<file path="config.mk">
export PLATFORM = sky130hd
export DESIGN_NAME = control_unit
export DESIGN_NICKNAME = d
export VERILOG_FILES = /design/src/rtl/cpu_pkg.sv /design/src/rtl/control_unit.sv
export SDC_FILE = /design/constraint.sdc
export NUM_CORES = 1
export LEC_CHECK = 0
export BUFFER_PORTS_ARGS = -buffer_cell sky130_fd_sc_hd__buf_2
export CAP_MARGIN = 40
export CELL_PAD_IN_SITES_DETAIL_PLACEMENT = 0
export CELL_PAD_IN_SITES_GLOBAL_PLACEMENT = 2
export CORE_ASPECT_RATIO = 0.75
export CORE_MARGIN = 2
export CORE_UTILIZATION = 26
export CTS_CLUSTER_SIZE = 30
export DETAILED_ROUTE_END_ITERATION = 8
export GPL_TIMING_DRIVEN = 0
export PLACE_DENSITY = 0.84
export SLEW_MARGIN = 20
export SYNTH_ARGS = -nofsm -noshare
export SYNTH_HDL_FRONTEND = slang
export SYNTH_SLANG_ARGS = --single-unit
</file>
<file path="constraint.sdc">
create_clock -name clk -period 4.2 [get_ports clk]
set_clock_uncertainty 0.1 [all_clocks]
set_input_delay 0.21 -clock clk [delete_from_list [all_inputs] [get_ports clk]]
set_output_delay 0.21 -clock clk [all_outputs]
set_load 0.02 [all_outputs]
</file>
<file path="src/rtl/cpu_pkg.sv">
// Shared opcode, ALU-code and state definitions for the Mini SRC control unit.
package cpu_pkg;

  // Instruction opcodes, ir[31:27]
  localparam logic [4:0] OP_LD   = 5'b00000;
  localparam logic [4:0] OP_LDI  = 5'b00001;
  localparam logic [4:0] OP_ST   = 5'b00010;
  localparam logic [4:0] OP_ADD  = 5'b00011;
  localparam logic [4:0] OP_SUB  = 5'b00100;
  localparam logic [4:0] OP_SHR  = 5'b00101;
  localparam logic [4:0] OP_SHL  = 5'b00110;
  localparam logic [4:0] OP_ROR  = 5'b00111;
  localparam logic [4:0] OP_ROL  = 5'b01000;
  localparam logic [4:0] OP_AND  = 5'b01001;
  localparam logic [4:0] OP_OR   = 5'b01010;
  localparam logic [4:0] OP_ADDI = 5'b01011;
  localparam logic [4:0] OP_ANDI = 5'b01100;
  localparam logic [4:0] OP_ORI  = 5'b01101;
  localparam logic [4:0] OP_NEG  = 5'b10000;
  localparam logic [4:0] OP_NOT  = 5'b10001;
  localparam logic [4:0] OP_BR   = 5'b10010;
  localparam logic [4:0] OP_NOP  = 5'b11001;
  localparam logic [4:0] OP_HALT = 5'b11010;

  // ALU operation codes; 0 is left unused so an idle bus reads as "no op"
  localparam logic [4:0] ALU_ADD = 5'd1;
  localparam logic [4:0] ALU_SUB = 5'd2;
  localparam logic [4:0] ALU_AND = 5'd3;
  localparam logic [4:0] ALU_OR  = 5'd4;
  localparam logic [4:0] ALU_SHR = 5'd5;
  localparam logic [4:0] ALU_SHL = 5'd6;
  localparam logic [4:0] ALU_ROR = 5'd7;
  localparam logic [4:0] ALU_ROL = 5'd8;
  localparam logic [4:0] ALU_NEG = 5'd9;
  localparam logic [4:0] ALU_NOT = 5'd10;
  localparam logic [4:0] ALU_INC = 5'd11;

  typedef enum logic [3:0] {
    S_RST, T0, T1, T2, T3, T4, T5, T6, T7, S_HALT
  } state_t;

  // Instruction classes that share an execute sequence
  typedef enum logic [3:0] {
    K_R, K_I, K_UN, K_LDI, K_LD, K_ST, K_BR, K_NOP, K_HALT
  } kind_t;

  function automatic kind_t op_kind(input logic [4:0] op);
    case (op)
      OP_ADD, OP_SUB, OP_AND, OP_OR,
      OP_SHR, OP_SHL, OP_ROR, OP_ROL: op_kind = K_R;
      OP_ADDI, OP_ANDI, OP_ORI:       op_kind = K_I;
      OP_NEG, OP_NOT:                 op_kind = K_UN;
      OP_LDI:                         op_kind = K_LDI;
      OP_LD:                          op_kind = K_LD;
      OP_ST:                          op_kind = K_ST;
      OP_BR:                          op_kind = K_BR;
      OP_HALT:                        op_kind = K_HALT;
      default:                        op_kind = K_NOP;
    endcase
  endfunction

  function automatic logic [4:0] alu_of(input logic [4:0] op);
    case (op)
      OP_SUB:          alu_of = ALU_SUB;
      OP_AND, OP_ANDI: alu_of = ALU_AND;
      OP_OR, OP_ORI:   alu_of = ALU_OR;
      OP_SHR:          alu_of = ALU_SHR;
      OP_SHL:          alu_of = ALU_SHL;
      OP_ROR:          alu_of = ALU_ROR;
      OP_ROL:          alu_of = ALU_ROL;
      OP_NEG:          alu_of = ALU_NEG;
      OP_NOT:          alu_of = ALU_NOT;
      default:         alu_of = ALU_ADD;
    endcase
  endfunction

endpackage

</file>
<file path="src/rtl/control_unit.sv">
// Hardwired Moore control unit: fetch T0-T2, execute T3-T7, strobes decoded
// from the state register and the opcode latched in T3.
module control_unit
  import cpu_pkg::*;
#(
  parameter int READ_CYCLES = 1,
  parameter int OPW         = 5
) (
  input  logic        clk,
  input  logic        clr,
  input  logic [31:0] ir,
  input  logic        con,
  output logic        Gra,
  output logic        Grb,
  output logic        Grc,
  output logic        Rin,
  output logic        Rout,
  output logic        BAout,
  output logic        Pout,
  output logic        MDRout,
  output logic        ZLOout,
  output logic        ZHIout,
  output logic        Cout,
  output logic        Pen,
  output logic        IRen,
  output logic        MARen,
  output logic        MDRen,
  output logic        Yen,
  output logic        ZLOen,
  output logic        ZHIen,
  output logic        ConIn,
  output logic        Read,
  output logic        Write,
  output logic [4:0]  alu_control,
  output logic        run
);

  localparam logic [1:0] RD_LAST = 2'(READ_CYCLES - 1);

  state_t         state;
  logic [OPW-1:0] opc_q;
  logic [1:0]     rd_cnt;

  logic [OPW-1:0] opc_ir;
  logic [OPW-1:0] opc;
  kind_t          kind;
  kind_t          kind_ir;
  logic           unused_ir;

  assign opc_ir    = ir[31 -: OPW];
  // In T3 the opcode register is still being loaded, so decode straight from ir
  assign opc       = (state == T3) ? opc_ir : opc_q;
  assign kind      = op_kind(5'(opc));
  assign kind_ir   = op_kind(5'(opc_ir));
  assign unused_ir = ^ir[31-OPW:0];

  // State sequencing, opcode capture and the memory-read wait counter
  always_ff @(posedge clk or negedge clr) begin
    if (!clr) begin
      state  <= S_RST;
      opc_q  <= '0;
      rd_cnt <= '0;
    end else begin
      case (state)
        S_RST: state <= T0;
        T0: begin
          state  <= T1;
          rd_cnt <= RD_LAST;
        end
        T1: begin
          if (rd_cnt != 2'd0) rd_cnt <= rd_cnt - 2'd1;
          else                state  <= T2;
        end
        T2: begin
          case (kind_ir)
            K_NOP:   state <= T0;
            K_HALT:  state <= S_HALT;
            default: state <= T3;
          endcase
        end
        T3: begin
          opc_q <= opc_ir;
          state <= T4;
        end
        T4: state <= (kind == K_UN) ? T0 : T5;
        T5: begin
          case (kind)
            K_LD: begin
              state  <= T6;
              rd_cnt <= RD_LAST;
            end
            K_ST, K_BR: state <= T6;
            default:    state <= T0;
          endcase
        end
        T6: begin
          if (kind == K_LD && rd_cnt != 2'd0) rd_cnt <= rd_cnt - 2'd1;
          else if (kind == K_LD || kind == K_ST) state <= T7;
          else state <= T0;
        end
        T7:      state <= T0;
        S_HALT:  state <= S_HALT;
        default: state <= S_RST;
      endcase
    end
  end

  // Moore output decode; every strobe is low unless its state/class names it
  always_comb begin
    Gra = 1'b0; Grb = 1'b0; Grc = 1'b0; Rin = 1'b0; Rout = 1'b0; BAout = 1'b0;
    Pout = 1'b0; MDRout = 1'b0; ZLOout = 1'b0; ZHIout = 1'b0; Cout = 1'b0;
    Pen = 1'b0; IRen = 1'b0; MARen = 1'b0; MDRen = 1'b0; Yen = 1'b0;
    ZLOen = 1'b0; ZHIen = 1'b0; ConIn = 1'b0; Read = 1'b0; Write = 1'b0;
    alu_control = 5'd0;
    run = (state != S_RST) && (state != S_HALT);
    case (state)
      T0: begin
        Pout = 1'b1; MARen = 1'b1; ZLOen = 1'b1; alu_control = ALU_INC;
      end
      T1: begin
        // PC is written back only once even when the read is stretched
        ZLOout = 1'b1; Read = 1'b1; MDRen = 1'b1; Pen = (rd_cnt == RD_LAST);
      end
      T2: begin
        MDRout = 1'b1; IRen = 1'b1;
      end
      T3: begin
        case (kind)
          K_R, K_I: begin Grb = 1'b1; Rout = 1'b1; Yen = 1'b1; end
          K_UN: begin
            Grb = 1'b1; Rout = 1'b1; ZLOen = 1'b1; alu_control = alu_of(5'(opc));
          end
          K_LDI, K_LD, K_ST: begin Grb = 1'b1; BAout = 1'b1; Yen = 1'b1; end
          K_BR: begin Gra = 1'b1; Rout = 1'b1; ConIn = 1'b1; end
          default: ;
        endcase
      end
      T4: begin
        case (kind)
          K_R: begin
            Grc = 1'b1; Rout = 1'b1; ZLOen = 1'b1; ZHIen = 1'b1;
            alu_control = alu_of(5'(opc));
          end
          K_I: begin Cout = 1'b1; ZLOen = 1'b1; alu_control = alu_of(5'(opc)); end
          K_UN: begin ZLOout = 1'b1; Gra = 1'b1; Rin = 1'b1; end
          K_LDI, K_LD, K_ST: begin Cout = 1'b1; ZLOen = 1'b1; alu_control = ALU_ADD; end
          K_BR: begin Pout = 1'b1; Yen = 1'b1; end
          default: ;
        endcase
      end
      T5: begin
        case (kind)
          K_R, K_I, K_LDI: begin ZLOout = 1'b1; Gra = 1'b1; Rin = 1'b1; end
          K_LD, K_ST: begin ZLOout = 1'b1; MARen = 1'b1; end
          K_BR: begin Cout = 1'b1; ZLOen = 1'b1; alu_control = ALU_ADD; end
          default: ;
        endcase
      end
      T6: begin
        case (kind)
          K_LD: begin Read = 1'b1; MDRen = 1'b1; end
          // Read stays low so the MDR input mux takes the bus value
          K_ST: begin Gra = 1'b1; Rout = 1'b1; MDRen = 1'b1; end
          K_BR: begin ZLOout = con; Pen = con; end
          default: ;
        endcase
      end
      T7: begin
        case (kind)
          K_LD: begin MDRout = 1'b1; Gra = 1'b1; Rin = 1'b1; end
          K_ST: Write = 1'b1;
          default: ;
        endcase
      end
      default: ;
    endcase
  end

endmodule

</file>
# --- After elaboration in Yosys (flattened, before gate mapping) ---
# Memory sizes are Yosys's and may differ from the RTL's.
# Index checks and enable logic that the tools add are counted.
totals:
  romBits: 640
  output_inout_bits: 27
  register_bits: 11
  elab_cells: 100
  memories: 5
  input_bits: 35
memory_table:
  columns: ["name", "words", "width", "rd", "rd_clocked_by_memory_dff", "write_ports", "line_no", "text"]
  rows:
  - ["(no name shown)", 32, 4, 1, 0, 0, "cpu_pkg.sv:63", "case (op)"]
  - ["(no name shown)", 32, 4, 1, 0, 0, "cpu_pkg.sv:63", null]
  - ["(no name shown)", 32, 4, 1, 0, 0, "cpu_pkg.sv:63", null]
  - ["(no name shown)", 32, 4, 1, 0, 0, "cpu_pkg.sv:48", "case (op)"]
  - ["(no name shown)", 32, 4, 1, 0, 0, "cpu_pkg.sv:48", null]
classes:
  reduce_logical: 20
  eq_ne: 23
  mux: 48
  n_addsub: 1
ops:
  columns: ["cell", "count"]
  rows:
  - ["case mux 4 bit (9 select lines)", 1]
  - ["== test 4 x 3 -> 1 bit, second input constant", 8]
  - ["two-way mux 1 bit", 20]
  - ["case mux 5 bit (4 select lines)", 1]
  - ["== test 4 x 2 -> 1 bit, second input constant", 4]
  - ["case mux 1 bit (2 select lines)", 8]
  - ["case mux 5 bit (3 select lines)", 1]
  - ["== test 4 bit, second input constant", 3]
  - ["two-way mux 4 bit", 3]
  - ["two-way mux 5 bit", 2]
  - ["inequality test 2 bit, second input constant", 5]
  - ["OR reduction 3 bit", 3]
  - ["== test 4 x 1 -> 1 bit, second input constant", 2]
  - ["logical NOT 4 bit", 2]
  - ["case mux 1 bit (4 select lines)", 2]
  - ["case mux 2 bit (4 select lines)", 1]
  - ["case mux 4 bit (2 select lines)", 1]
  - ["nonzero test 4 bit", 2]
  - ["OR reduction 4 bit", 2]
  - ["two-way mux 2 bit", 3]
  - ["two-way mux 3 bit", 2]
  - ["case mux 1 bit (3 select lines)", 2]
  - ["OR reduction 6 bit", 1]
  - ["case mux 1 bit (5 select lines)", 1]
  - ["10 further kinds", 12]

# --- Depth between registers and ports, before layout ---
# An unclocked memory read counts as a cell.
logic_depth:
  depth_word: 8
  ltp_mapped: 14
  ltp_nobuf: 11

# --- Worst setup path before layout ---
# No wires, ideal clock.
synth_timing:
  path_type: "register -> output"
  from: "reg state[0]"
  to: "out alu_control[3]"
  path_slack_ns: 0.380
  t_required_ns: 3.890
  stages_incl_launch_ff: 14
  arrival_time_ns: 3.510
  path_cell_list: "dfrtp_1 > or4b_4 > buf_6 > clkbuf_1 > a21oi_1 > inv_1 > ha_1 > o211ai_1 > o311a_1 > or2_1 > clkbuf_1 > and3_1 > o21ai_1 > o31ai_1"
synth_via:
  elab_chain_len: 7
  elab_cells_between_ends: 19
  classes_between: "9 x eq/ne; 4 x mux; 2 x reduce/logical; 4 x memory"
synth_rtl:
  columns: ["element", "line_no", "text"]
  rows:
  - ["start: declaration", "control_unit.sv:40", "state_t state;"]
  - ["start signal: assignment", "control_unit.sv:85", "T4: state <= (kind == K_UN) ? T0 : T5;"]
  - ["== test 4 x 3 -> 1 bit *", "control_unit.sv:52", "assign opc = (state == T3) ? opc_ir : opc_q;"]
  - ["two-way mux 5 bit *", null, null]
  - ["named net opc[0]", "control_unit.sv:45", "logic [OPW-1:0] opc;"]
  - ["memory (32 x 4 bit)", null, null]
  - ["== test 4 x 3 -> 1 bit / == test 4 x 2 -> 1 bit (equally long branches)", "control_unit.sv:139", "case (kind)"]
  - ["OR reduction 3 bit", null, null]
  - ["case mux 5 bit (3 select lines)", "control_unit.sv:139", null]
  - ["case mux 5 bit (4 select lines) *", "control_unit.sv:116", "case (state)"]
  - ["end: declaration", "control_unit.sv:34", "output logic [4:0] alu_control,"]
# The timed path passes the listed nets; every way through them passes the cells marked *.

# --- Worst setup path after layout ---
layout_timing:
  from: "reg state[0]"
  to: "out Cout"
layout_via:
  elab_chain_len: 7
  elab_cells_between_ends: 14
  classes_between: "8 x eq/ne; 4 x mux; 1 x reduce/logical; 1 x memory"
layout_rtl:
  columns: ["element", "line_no", "text"]
  rows:
  - ["== test 4 x 3 -> 1 bit *", "control_unit.sv:52", null]
  - ["two-way mux 5 bit *", null, null]
  - ["named net opc[0]", "control_unit.sv:45", null]
  - ["memory (32 x 4 bit) *", null, null]
  - ["== test 4 x 3 -> 1 bit, or another cell as far along", "control_unit.sv:139", null]
  - ["OR reduction 4 bit (no source line)", null, null]
  - ["two-way mux 1 bit", "control_unit.sv:139", null]
  - ["case mux 1 bit (2 select lines) *", "control_unit.sv:116", null]
  - ["end: declaration", "control_unit.sv:23", "output logic Cout,"]
# Marks and branches as above.

==> flow_summary_export.csv <==
group,metric,value,unit
run_status,status,"finished, final reports clean",
clock_tree,cts.path.max_buffers,2,
clock_tree,clkTransAtPathRegs,50,ps
timing,holdWs,280,ps
finish,fillers,684,
synthesis,synthArstFlopShare,100,%
timing,max_slew_margin,40.7,%
timing,worstMarginPinSlew,865,ps
floorplanning,dieArea,6980,sq um
synthesis,synth-edff-count,0,
timing,rsz0062_at_grt,"no",
clock_tree,htree_levels,1,
finish,final_nets,310,
clock_tree,clock_sinks,11,
floorplanning,dieWidth,95.8,microns
grt,grt_pass1_wl,8820,microns
routing,vias_per_cell,5.44,
clock_tree,cts_made_buffers,3,
grt,grt_pass1_vias,1656,
place,gp_congestion,0.871,
synthesis,synthFlopType,"dfrtp_1",
grt,grt_use_total,15.9,%
power_and_ir_drop,leakage,0.000879,uW
synthesis,synth_warnings,0,
critical_path,start_kind,"register",
timing,report.final.slew_viol_count,0,
synthesis,synth_cells,228,
critical_path,end_kind,"output pin",
floorplanning,start_util,26.5,%
critical_path,cp.arrival,3730,ps
floorplanning,die_y,72.8,microns
routing,drc,0,
synthesis,yosys_register_bits,11,
timing,fin_crit,4040,ps
clock_tree,cts_tree,"built",
synthesis,synth_area,1640,sq um
synthesis,synth_seq_area_share,16.8,%
grt,antenna_found_initial,0,
clock_tree,cts_root_buffer,"clkbuf_8",
worst_hold_path,hold_path_class,"input pin to async pin",
finish,fin_area,2030,sq um
timing,hold_viol,0,
finish,n_antenna_cell,0,
finish,final_cell_mix,"35 x buf_2, 19 x nand2_1, 15 x inv_1, 15 x nor2_1",
clock_tree,clk_latency,230,ps
critical_path,worstSetupPathType,"register to output pin",
power_and_ir_drop,total_power,1660,uW
routing,ant_nets,0,
critical_path,ff2ff_path_depth,14,
place,io_buffers,30,
timing,post-route-period-util,96.2,%
grt,grt-ovfl-total,0,
finish,area_growth_syn_to_layout,23.8,%
routing,num_vias,1883,
routing,drt-initial-drc-count,140,
floorplanning,row_count,25,
grt,grt_max_degree,12,
routing,drt_wl_total,5380,microns
power_and_ir_drop,power_density,817,nW/um^2
floorplanning,io_pins,62,
critical_path,r2r_slack,500,ps
routing,dr.pass1.iters,6,
finish,drive_gt1_share,25.7,%
timing,setup_tns,0,ps
timing,fmax,248,MHz
synthesis,yosysUniqueCellTypes,55,
synthesis,syn_area_per_cell,7.21,sq um
place,postPlaceCellArea,1900,sq um
critical_path,crit_path_max_fanout,10,
flow_run,maxCapViolCount,0,
critical_path,rr_endpoint,"state[3]$_DFFE_PN0P_",
power_and_ir_drop,irDropWorstVdd,0.251,mV
timing,setup_viol,0,
critical_path,r2r-start,"state[0]$_DFFE_PN0P_",
place,place_hpwl,4140,microns
critical_path,worstPathRequired,3890,ps
floorplanning,coreArea,6190,sq um
finish,final_common_cell,"buf_2",
routing,wl_per_cell,15.5,microns
synthesized netlist by cell type (4+ instances only):
cell type	count	area share, %
and3_1	6	2.3
inv_1	15	3.4
o211ai_1	4	1.8
o2111ai_1	6	3.2
dfrtp_1	11	17
nor2_1	18	4.1
a21oi_1	15	4.6
ha_1	9	6.9
nor2b_1	4	1.5
nand3_1	10	3.0
clkbuf_1	8	1.8
nand2b_1	5	1.9
o21ai_0	13	4.0
nor3_1	14	4.3
nand4_1	4	1.5
o22ai_1	4	1.5
nand2_1	19	4.3
buf_2	4	1.2
mux2i_1	6	3.7
power by group:
part,switching [uW],internal [uW]
Sequential,49.2,146
Clock,34.6,66.2
Combinational,910,456
Total,993,668
worst max-delay path by stage:
stage,slack (ps),to,from,depth (start not counted)
global route,8,Gra,state[0]$_DFFE_PN0P_,14
CTS,30,alu_control[0],state[0]$_DFFE_PN0P_,13
global placement,-190,alu_control[3],state[0]$_DFFE_PN0P_,14
detailed placement,-150,alu_control[3],state[0]$_DFFE_PN0P_,14
finish,160,Cout,state[0]$_DFFE_PN0P_,14
floorplan,380,alu_control[3],state[0]$_DFFE_PN0P_,13
logic make-up after synthesis:
kind of cell               Yosys count  share of synthesized area (%)
and+or+nand+nor                     90                           28.3
DFF                                 11                           16.8
AOI/OAI and AO/OA                   72                           32.4
adders and majority gates            9                           6.85
other                                1                          0.228
buffers and inverters               35                           9.44
xor gates and xnor gates             3                           1.60
muxes                                7                           4.49
metrics by stage:
step / instances / util, % / setup slack, ps
after CTS: 344 / 32.0 / 28.3
after floorplan: 229 / - / 380
after global routing: 346 / 32.8 / 8.44
after detailed placement: 340 / 30.6 / -153
after global placement: 340 / 30.6 / -189
final: 346 / 32.8 / 161
flip-flops by register name, summed over array words and instances (netlist names):
name,count
state,4
rd_cnt,2
opc_q,5
timing repair:
item | 4_1_cts | 5_1_grt
hold buffers | 1 | 0
resized for setup | 9 | 11
hold endpoints to repair | 11 | 0
buffers inserted | 0 | 2
setup endpoints to repair | 20 | 18
pin swaps | 0 | 1
area by class of cell:
class,count,area [sq um],area share [%]
buffer,18,93.8,4.62
clock buffer,4,45.0,2.22
inverter,16,60.1,2.95
multi-input combinational,183,1280,63.0
sequential,11,277,13.6
tap,81,101,4.98
timing repair buffer,33,175,8.62
routing by layer:
| layer | track usage [%] | vias to the layer above | share of wire, % | wire length [microns] |
|---|---|---|---|---|
| li1 | - | 924 | - | - |
| met1 | 27.2 | 893 | 54 | 2920 |
| met2 | 21.1 | 64 | 39 | 2110 |
| met3 | 1.24 | 2 | 5.7 | 307 |
| met4 | 2.86 | 0 | 0.56 | 30 |
| met5 | 0 | - | 0 | 0 |
worst max-delay path, stage by stage (launching register included):
cell,delay [ps]
dfrtp_2,460
or4b_4,570
buf_6,170
buf_2,200
a21oi_4,260
inv_1,110
ha_1,230
o211ai_1,180
o311a_1,260
nor2_2,90
clkbuf_2,220
nor3_1,210
a31oi_1,50
o21ai_0,240
buf_2,210
No activity file was read; power rests on OpenSTA's default activity.
